[src/rtl/imm_decode_stage.sv]
// imm_decode_stage
//   Decodes the immediate field of an incoming instruction, classifies it and
//   computes the branch target. The result is held in a two-entry buffer: a
//   main register that drives out_*, and a skid register that absorbs one
//   extra entry while the consumer stalls.
//
// Ports
//   clk, reset_n          clock, asynchronous active-low reset
//   flush                 synchronous kill of both entries and the current input
//   in_valid/in_ready     fetch handshake; in_ready depends on state only
//   in_instr, in_pc       fetched instruction and its address
//   out_valid/out_ready   consumer handshake
//   out_instr, out_pc     passed through unchanged
//   out_imm, out_kind     extended immediate and class (0 NONE,1 B,2 CB,3 D,4 I)
//   out_target            pc + (imm << 2) for B/CB, otherwise pc
module imm_decode_stage #(
   parameter int PC_W = 64
) (
   input  logic            clk,
   input  logic            reset_n,
   input  logic            flush,
   input  logic            in_valid,
   output logic            in_ready,
   input  logic [31:0]     in_instr,
   input  logic [PC_W-1:0] in_pc,
   output logic            out_valid,
   input  logic            out_ready,
   output logic [31:0]     out_instr,
   output logic [PC_W-1:0] out_pc,
   output logic [PC_W-1:0] out_imm,
   output logic [2:0]      out_kind,
   output logic [PC_W-1:0] out_target
);

   localparam logic [2:0] KIND_NONE = 3'd0;
   localparam logic [2:0] KIND_B    = 3'd1;
   localparam logic [2:0] KIND_CB   = 3'd2;
   localparam logic [2:0] KIND_D    = 3'd3;
   localparam logic [2:0] KIND_I    = 3'd4;

   typedef struct packed {
      logic [31:0]     instr;
      logic [PC_W-1:0] pc;
      logic [PC_W-1:0] imm;
      logic [2:0]      kind;
      logic [PC_W-1:0] target;
   } entry_t;

   entry_t main_q, main_d, skid_q, skid_d, dec;
   logic   main_valid_q, main_valid_d, skid_valid_q, skid_valid_d;
   logic   accept, drain;

   // Decode and target are computed ahead of the registers so out_* are
   // pure flop outputs.
   always_comb begin
      dec       = '0;
      dec.instr = in_instr;
      dec.pc    = in_pc;
      dec.kind  = KIND_NONE;
      dec.imm   = '0;
      if (in_instr[31:26] == 6'b000101 || in_instr[31:26] == 6'b100101) begin
         dec.kind = KIND_B;
         dec.imm  = {{(PC_W-26){in_instr[25]}}, in_instr[25:0]};
      end else if (in_instr[31:24] == 8'b10110100 || in_instr[31:24] == 8'b10110101 ||
                   in_instr[31:24] == 8'b01010100) begin
         dec.kind = KIND_CB;
         dec.imm  = {{(PC_W-19){in_instr[23]}}, in_instr[23:5]};
      end else if (in_instr[31:21] == 11'b11111000010 || in_instr[31:21] == 11'b11111000000) begin
         dec.kind = KIND_D;
         dec.imm  = {{(PC_W-9){in_instr[20]}}, in_instr[20:12]};
      end else if (in_instr[31:22] == 10'b1001000100 || in_instr[31:22] == 10'b1101000100) begin
         dec.kind = KIND_I;
         dec.imm  = {{(PC_W-12){1'b0}}, in_instr[21:10]};
      end
      // Branch offsets are word counts; the add wraps mod 2^PC_W.
      if (dec.kind == KIND_B || dec.kind == KIND_CB)
         dec.target = in_pc + (dec.imm << 2);
      else
         dec.target = in_pc;
   end

   assign in_ready = !skid_valid_q;
   assign accept   = in_valid && in_ready;
   assign drain    = main_valid_q && out_ready;

   always_comb begin
      main_d       = main_q;
      skid_d       = skid_q;
      main_valid_d = main_valid_q;
      skid_valid_d = skid_valid_q;
      if (flush) begin
         main_valid_d = 1'b0;
         skid_valid_d = 1'b0;
      end else if (!main_valid_q || drain) begin
         // Main is free this edge: the older skid entry goes first. When the
         // skid is valid in_ready is low, so no new input competes with it.
         if (skid_valid_q) begin
            main_d       = skid_q;
            main_valid_d = 1'b1;
            skid_valid_d = 1'b0;
         end else begin
            main_valid_d = accept;
            if (accept) main_d = dec;
         end
      end else if (accept) begin
         skid_d       = dec;
         skid_valid_d = 1'b1;
      end
   end

   always_ff @(posedge clk or negedge reset_n) begin
      if (!reset_n) begin
         main_q       <= '0;
         skid_q       <= '0;
         main_valid_q <= 1'b0;
         skid_valid_q <= 1'b0;
      end else begin
         main_q       <= main_d;
         skid_q       <= skid_d;
         main_valid_q <= main_valid_d;
         skid_valid_q <= skid_valid_d;
      end
   end

   assign out_valid  = main_valid_q;
   assign out_instr  = main_q.instr;
   assign out_pc     = main_q.pc;
   assign out_imm    = main_q.imm;
   assign out_kind   = main_q.kind;
   assign out_target = main_q.target;

endmodule

[config.mk]
export PLATFORM = sky130hd
export DESIGN_NAME = imm_decode_stage
export DESIGN_NICKNAME = d
export VERILOG_FILES = /design/src/rtl/imm_decode_stage.sv
export SDC_FILE = /design/constraint.sdc
export NUM_CORES = 1
export LEC_CHECK = 0
export BUFFER_PORTS_ARGS = -buffer_cell sky130_fd_sc_hd__buf_2
export CAP_MARGIN = 10
export CORE_MARGIN = 1
export CORE_UTILIZATION = 25
export DETAILED_ROUTE_END_ITERATION = 12
export PLACE_DENSITY = 0.49
export SLEW_MARGIN = 20
export SYNTH_ARGS = -nofsm -noshare
export SYNTH_HDL_FRONTEND = slang
export SYNTH_SLANG_ARGS = --single-unit
[constraint.sdc]
create_clock -name clk -period 3 [get_ports clk]
set_input_delay 0 -clock clk [delete_from_list [all_inputs] [get_ports clk]]
set_output_delay 0 -clock clk [all_outputs]
set_load 0.02 [all_outputs]
==> metrics.txt, run 1 <==
number of routed nets with antenna violations 0; PD cells 511.8 mW/mm^2; height of the chip 289.9 microns; total power 16.08 mW; vias in the first global route 19,510; total core area 0.08211 sq mm; total via count in the routed design 19,840; data arrival time at the worst-slack endpoint 4.20 ns; predominant post-synthesis flop cell sky130_fd_sc_hd__dfrtp_1; Synth Warn # 0; per-cell routed wire length 18.58 microns; clock buffer depth 3; I/O pin cnt 330; share of post-route cells with drive strength above 1 0.3670; outcome finished with violations; unrepaired setup endpoints after global routing yes; residual DRC count 0; total setup violations reported at the end of the flow 106; max frequency 0.2688 GHz; leakage power total 15.09 nW; area of the die 0.08405 sq mm; Vias per Instance 4.638; quantity of I/O buffers inserted on ports 329; Worst Setup End Kind register; number of clock buffers inserted by TritonCTS 46; Root Buffer Master sky130_fd_sc_hd__clkbuf_16; hpwl dp 56,450 microns; Worst IR Drop VDD 0.3547 mV; max capacitance violation total 0; synthesis-to-layout area growth 51.65%; number of cell rows 105; Post-synth EDFFs 0; async set or reset register ratio after synthesis 1.000; final RePlAce weighted congestion 0.8860; failing checks setup timing; count of unique library cells instantiated by Yosys 81; smallest setup slack after layout -0.7208 ns; DRT iter0 DRCs 1,079; synthesized area divided by synthesized cell count 8.521 sq um; effective utilization at floorplan 0.2524; Worst Setup Path Type input pin to register; CTS tree built; number of cells traversed by the worst hold path 5; final max-slew violation count 0; count of cells along the worst register-to-register path 5; most frequent cells in the layout 646 x sky130_fd_sc_hd__nand2_1, 382 x sky130_fd_sc_hd__buf_4, 375 x sky130_fd_sc_hd__dfrtp_1, 326 x sky130_fd_sc_hd__buf_2, 186 x sky130_fd_sc_hd__o21ai_0; Crit Path Max Fanout 5; nets@finish 3,334; post-synthesis sequential area ratio 0.4540; nets in the synthesized netlist 2,595; commonest non-fill, non-tap cell in the layout sky130_fd_sc_hd__nand2_1; flip-flop and latch count after synthesis 376; Data required, critical path 3.48 ns; clock-pin transition on the worst setup and hold timing paths 0.06 ns; endpoints failing hold 0; Critical Path Start Type input pin; cell area after synthesis 0.02072 sq mm; worst clock skew 0.03035 ns; all-layer global routing usage 0.1861; antenna violations before repair 0; Worst Hold Class input pin to register; final period demand of the worst path 3.721 ns; worst hold slack 0.03369 ns; maximum number of pins on one net before global-route repair 150; synthesized instance count 2,432; Period Utilization, post-route 1.240; clock tree sinks 376; Overflow after GRT 0; H-tree lvl count 2; clk_lat worst skew 0.61 ns; tightest slew margin relative to the limit 0.2564; DR pass1 iterations 5; Filler Cell Count 8,301; first-pass GRT wire length 121,000 microns; DIE WIDTH 289.9 microns; total inserted antenna cells 0; total length of routed wires 79,470 microns; worst slew pin tran 1.115 ns
cells by family (layout without fill, tap and decap cells):
family          count (synthesis)  count (layout)  synth area share
fa+ha+maj                      62              62           0.03780
xor+xnor                       49              49           0.02071
simple gates                  934             934            0.1867
compound gates                626             626            0.1771
buf+inv                       239            1014           0.05204
mux                           146             146           0.07161
flops                         376             376            0.4540
flip-flops by register name, summed over array words and instances, names as in the netlist:
| register | cells |
|---|---|
| out_imm | 26 |
| out_pc | 64 |
| skid_q | 187 |
| out_instr | 32 |
| out_kind | 3 |
| out_valid | 1 |
| out_target | 62 |
| skid_valid_q | 1 |
power breakdown:
part	internal, mW	total [mW]	switching, mW
clock	3.57	5.99	2.42
combinational	1.49	3.69	2.20
sequential	5.94	6.40	0.455
total	11.0	16.1	5.08
worst max-delay path: stages:
cell,delay (ns)
sky130_fd_sc_hd__buf_6,0.09
sky130_fd_sc_hd__or4b_4,0.57
sky130_fd_sc_hd__nor4_4,0.40
sky130_fd_sc_hd__a21oi_2,0.14
sky130_fd_sc_hd__o21ai_4,0.28
sky130_fd_sc_hd__buf_12,0.16
sky130_fd_sc_hd__o21ai_4,0.11
sky130_fd_sc_hd__clkinv_4,0.15
sky130_fd_sc_hd__ha_4,0.17
sky130_fd_sc_hd__buf_6,0.09
sky130_fd_sc_hd__nand4_1,0.11
sky130_fd_sc_hd__or4_4,0.49
sky130_fd_sc_hd__o311ai_4,0.36
sky130_fd_sc_hd__o211ai_4,0.15
sky130_fd_sc_hd__a21oi_4,0.24
sky130_fd_sc_hd__xor2_1,0.09
sky130_fd_sc_hd__mux2i_1,0.20
sky130_fd_sc_hd__o21ai_1,0.11
sky130_fd_sc_hd__mux2_4,0.27
layer usage:
metal  vias to the layer above  routed length [microns]  GRT usage
met5                         -                        0          0
met1                      9509                    35390     0.2428
met3                        95                     4649    0.04412
li1                       9783                        -          -
met2                       450                    37400     0.3061
met4                         0                     2037    0.05163
per-stage QoR:
stage,cells,util,cell area (sq um),worst slack (ns),setup TNS (ns)
floorplan,2432,-,20960,-0.7880,-50.83
global placement,4004,0.3175,26070,-1.467,-126.13
detailed placement,4004,0.3175,26070,-1.478,-129.83
CTS,4243,0.3727,30610,-0.6311,-37.22
global route,4277,0.3827,31430,-0.8543,-63.46
finish,4277,0.3827,31430,-0.7208,-49.80
synth_stat cells (27+ instances only):
master / number / area, sq um
sky130_fd_sc_hd__a21o_1: 29 / 217.7
sky130_fd_sc_hd__a21oi_1: 163 / 815.8
sky130_fd_sc_hd__buf_4: 43 / 322.8
sky130_fd_sc_hd__clkbuf_1: 130 / 488.0
sky130_fd_sc_hd__dfrtp_1: 376 / 9409
sky130_fd_sc_hd__ha_1: 61 / 763.2
sky130_fd_sc_hd__inv_1: 37 / 138.9
sky130_fd_sc_hd__mux2i_1: 130 / 1301
sky130_fd_sc_hd__nand2_1: 663 / 2489
sky130_fd_sc_hd__nand3_1: 27 / 135.1
sky130_fd_sc_hd__nand4_1: 31 / 193.9
sky130_fd_sc_hd__nor2_1: 132 / 495.5
sky130_fd_sc_hd__o21ai_0: 288 / 1441
sky130_fd_sc_hd__xnor2_1: 32 / 280.3
final timing paths:
kind | to | slack, ns | from
worst max register to register | out_target[49]$_DFFE_PN0P_ | 0.71 | skid_valid_q$_DFFE_PN0P_
min in group asynchronous | out_target[22]$_DFFE_PN0P_ | 0.11 | reset_n
worst max-delay path | out_target[55]$_DFFE_PN0P_ | -0.72 | in_instr[25]
worst min-delay path | skid_q[74]$_DFFE_PN0P_ | 0.03 | in_instr[12]
max in group asynchronous | out_pc[52]$_DFFE_PN0P_ | 2.43 | reset_n
worst min register to register | skid_q[66]$_DFFE_PN0P_ | 0.47 | skid_q[66]$_DFFE_PN0P_
layout make-up:
type / count / area [sq um] / share of cell area
sequential: 376 / 9413 / 0.2995
timing repair inverter: 1 / 8.758 / 0.0002787
inverter: 38 / 157.7 / 0.005017
tap: 1070 / 1339 / 0.04260
clock inverter: 21 / 324.1 / 0.01031
multi-input combinational: 1817 / 12270 / 0.3904
timing repair buffer: 891 / 6621 / 0.2107
clock buffer: 63 / 1295 / 0.04121
what timing repair did:
item / in CTS / in global routing
resized for setup: 301 / 126
hold buffers: 114 / 0
hold endpoints to repair: 671 / 0
endpoints found under the setup margin: 106 / 110
buffers inserted: 46 / 40
pin swaps: 113 / 98
gates cloned: 1 / 0
Note: power is estimated with default switching activity, not from simulation.
==> run 2, diff against run 1 <==
--- a/config.mk
+++ b/config.mk
@@ -5,12 +5,13 @@
 export SDC_FILE = /design/constraint.sdc
 export NUM_CORES = 1
 export LEC_CHECK = 0
+export ABC_AREA = 1
 export BUFFER_PORTS_ARGS = -buffer_cell sky130_fd_sc_hd__buf_2
 export CAP_MARGIN = 10
 export CORE_MARGIN = 1
 export CORE_UTILIZATION = 25
 export DETAILED_ROUTE_END_ITERATION = 12
-export PLACE_DENSITY = 0.49
+export PLACE_DENSITY = 0.48
 export SLEW_MARGIN = 20
 export SYNTH_ARGS = -nofsm -noshare
 export SYNTH_HDL_FRONTEND = slang
==> run 2 against run 1 <==
  * The flow now finishes without violations
  * Critical path depth is 4 higher
  * Clock skew is 0.0051 ns lower
  * Register-to-register slack better by 0.20 ns
  * Die area is 7.7% higher
  * Count of clock-buffer cells in the layout is 1 higher
  * Synthesized cell count is 34% higher
  * Maximum frequency is 28% higher
  * Sequential power is 4.2% higher
  * Final cell count is 18% higher
  * Routed wire length is 11% higher
  * Critical endpoint is now out_target[16]$_DFFE_PN0P_
==> metrics.txt, run 2 <==
nets@finish 4,023; largest reg by FF count skid_q; Synth Warn # 0; total length of routed wires 88,480 microns; maximum number of pins on one net before global-route repair 158; clock-pin transition on the worst setup and hold timing paths 0.06 ns; minimum setup slack among reg-to-reg paths 0.91 ns; Worst Hold Endpoint skid_q[74]$_DFFE_PN0P_; final period demand of the worst path 2.897 ns; synthesized area divided by synthesized cell count 6.873 sq um; data arrival time at the worst-slack endpoint 3.40 ns; Worst Hold Class input pin to register; Critical Path Start Type input pin; worst clock skew 0.02527 ns; first-pass GRT wire length 132,300 microns; final RePlAce weighted congestion 0.9275; number of cell rows 109; max frequency 0.3452 GHz; DRT iter0 DRCs 1,532; total core area 0.08837 sq mm; Period Utilization, post-route 0.9656; Global Route met2 Usage 0.3104; total setup violations reported at the end of the flow 0; synthesis-to-layout area growth 34.79%; placed cell count 4,864; total power 16.74 mW; clock buffer depth 3; CTS tree built; quantity of I/O buffers inserted on ports 329; antenna violations before repair 3; commonest non-fill, non-tap cell in the layout sky130_fd_sc_hd__nand2_1; DR pass1 iterations 6; number of cells traversed by the worst hold path 6; cell area after synthesis 0.02234 sq mm; Data required, critical path 3.51 ns; count leader, synth sky130_fd_sc_hd__nand2_1; area of the die 0.09055 sq mm; met3 Usage GRT 0.02504; total via count in the routed design 22,480; ranking of synthesized cells by instance count 1,157 x sky130_fd_sc_hd__nand2_1, 434 x sky130_fd_sc_hd__o21ai_0, 388 x sky130_fd_sc_hd__inv_1; worst slew pin tran 0.8768 ns; height of the chip 300.9 microns; PD cells 555.8 mW/mm^2; Post-synth EDFFs 0; per-cell routed wire length 17.48 microns; flip-flop and latch count after synthesis 376; Worst Setup End Kind register; async set or reset register ratio after synthesis 1.000; reg-to-reg startpoint out_valid$_DFFE_PN0N_; FF-to-FF End skid_valid_q$_DFFE_PN0P_; I/O pin cnt 330; all-layer global routing usage 0.1910; top-area cell type share of the netlist area 0.4212; leakage power total 16.51 nW; Crit Path Max Fanout 4; max capacitance violation total 0; post-synthesis sequential area ratio 0.4212; clk_lat worst skew 0.61 ns; cell types with the largest area share after synthesis sky130_fd_sc_hd__dfrtp_1 42%, sky130_fd_sc_hd__nand2_1 19%, sky130_fd_sc_hd__o21ai_0 9.7%, sky130_fd_sc_hd__inv_1 6.5%, sky130_fd_sc_hd__nor2_1 4.3%; residual DRC count 0; count of unique library cells instantiated by Yosys 39; number of routed nets with antenna violations 0; smallest setup slack after layout 0.1033 ns; outcome completed; hpwl dp 66,240 microns; synthesized instance count 3,250; predominant post-synthesis flop cell sky130_fd_sc_hd__dfrtp_1; Root Buffer Master sky130_fd_sc_hd__clkbuf_16; final max-slew violation count 0; routing usage on met1 0.2682; Worst IR Drop VDD 0.3832 mV; unrepaired setup endpoints after global routing yes; endpoints failing hold 0; vias in the first global route 21,180; max reg flops 187; number of clock buffers inserted by TritonCTS 48; most frequent cells in the layout 1,149 x sky130_fd_sc_hd__nand2_1, 431 x sky130_fd_sc_hd__o21ai_0, 380 x sky130_fd_sc_hd__inv_1, 375 x sky130_fd_sc_hd__dfrtp_1, 328 x sky130_fd_sc_hd__buf_2; placement-stage worst setup slack -0.5911 ns; start point of the worst min-delay path in_instr[12]; largest area contributor in the netlist sky130_fd_sc_hd__dfrtp_1; share of post-route cells with drive strength above 1 0.2089; non-filler cells in the finished layout 5,063; count of cells along the worst register-to-register path 8; DIE WIDTH 300.9 microns; Final TNS setup 0 ns; nets in the synthesized netlist 3,413; Vias per Instance 4.441; H-tree lvl count 2; tightest slew margin relative to the limit 0.4154; clock tree sinks 376; Worst Setup Path Type input pin to register; most used routing layer met2; Overflow after GRT 0; effective utilization at floorplan 0.2528
[run 2: cell types whose count changed after synthesis, sizes merged, moves of 20 or more]
cell    change
nand2     +500
inv       +357
o21ai     +183
mux2i     -131
nor2      +126
a21oi      -91
nand3      +86
clkbuf     -48
a21o       -28
xnor2      -28
buf        +27
nand4      -27
a211oi     -20
[run 2: area by class of cell]
cell class                      instances  area, sq um
Tap cell                             1165         1458
Sequential cell                       376         9410
Clock inverter                         22        291.5
Clock buffer                           64         1361
Antenna cell                            2        5.005
Timing Repair Buffer                  739         5213
Multi-Input combinational cell       2301        10880
Fill cell                            9595        58270
Inverter                              394         1486
[run 2: repair_timing]
| item | in CTS | in global routing |
|---|---|---|
| gates resized for setup | 0 | 78 |
| endpoints found under the hold margin | 680 | 0 |
| setup endpoints to repair | 0 | 92 |
| setup buffers | 0 | 3 |
| hold buffers | 107 | 0 |
[run 2: how the worst max path moves through the flow]
stage          slack (ns)                         end  cells past startpoint    startpoint
6_report             0.10  out_target[16]$_DFFE_PN0P_                     23  in_instr[10]
4_1_cts              0.01  out_target[28]$_DFFE_PN0P_                     26  in_instr[27]
2_1_floorplan        0.02  out_target[53]$_DFFE_PN0P_                     23  in_instr[28]
3_5_place_dp        -0.59  out_target[45]$_DFFE_PN0P_                     27  in_instr[28]
5_1_grt             -0.13  out_target[51]$_DFFE_PN0P_                     21  in_instr[18]
3_3_place_gp        -0.63  out_target[29]$_DFFE_PN0P_                     20  in_instr[27]
[run 2: worst max-delay path, stage by stage]
cell,delay (ns)
sky130_fd_sc_hd__dlygate4sd3_1,0.53
sky130_fd_sc_hd__buf_2,0.16
sky130_fd_sc_hd__inv_1,0.10
sky130_fd_sc_hd__o22ai_1,0.13
sky130_fd_sc_hd__o21ai_0,0.11
sky130_fd_sc_hd__inv_1,0.16
sky130_fd_sc_hd__ha_1,0.20
sky130_fd_sc_hd__inv_1,0.06
sky130_fd_sc_hd__fa_1,0.38
sky130_fd_sc_hd__inv_1,0.09
sky130_fd_sc_hd__nand3_1,0.08
sky130_fd_sc_hd__nand3_2,0.13
sky130_fd_sc_hd__nand2_1,0.07
sky130_fd_sc_hd__nand2_1,0.09
sky130_fd_sc_hd__buf_4,0.14
sky130_fd_sc_hd__nand3_1,0.08
sky130_fd_sc_hd__nand2_2,0.18
sky130_fd_sc_hd__buf_4,0.14
sky130_fd_sc_hd__xor2_1,0.14
sky130_fd_sc_hd__nand2_1,0.06
sky130_fd_sc_hd__o21ai_0,0.13
sky130_fd_sc_hd__nor2_1,0.06
sky130_fd_sc_hd__o21ai_0,0.18
[run 2: report_power, final]
part	internal, mW	switching [mW]
Combinational	1.47	2.50
Clock	3.64	2.47
Sequential	6.10	0.569
Total	11.2	5.54
[run 2: cells by family (layout without fill, tap and decap cells)]
kind of cell	Yosys count	count (layout)	synth area share
AO/OA/AOI/OAI	637	637	0.1483
XOR/XNOR	33	33	0.01294
adder cells (fa/ha/maj)	62	62	0.03506
buffers and inverters	574	1219	0.1063
flip-flops	376	376	0.4212
other	0	2	0
AND/OR/NAND/NOR	1568	1569	0.2762
[run 2: metrics by stage]
stage               instance area, sq um    util  hold slack, ns
global route                       30110  0.3407         0.03625
detailed placement                 27040  0.3060         -0.1058
finish                             30110  0.3407         0.04201
CTS                                29770  0.3369         0.03744
global placement                   27040  0.3060         -0.1080
floorplan                          22340       -         -0.2956
[run 2: routing by layer]
metal	up-vias	wire (microns)
met2	485	40620
met3	91	3666
met5	-	0
met4	0	1806
met1	10460	42390
li1	11450	-
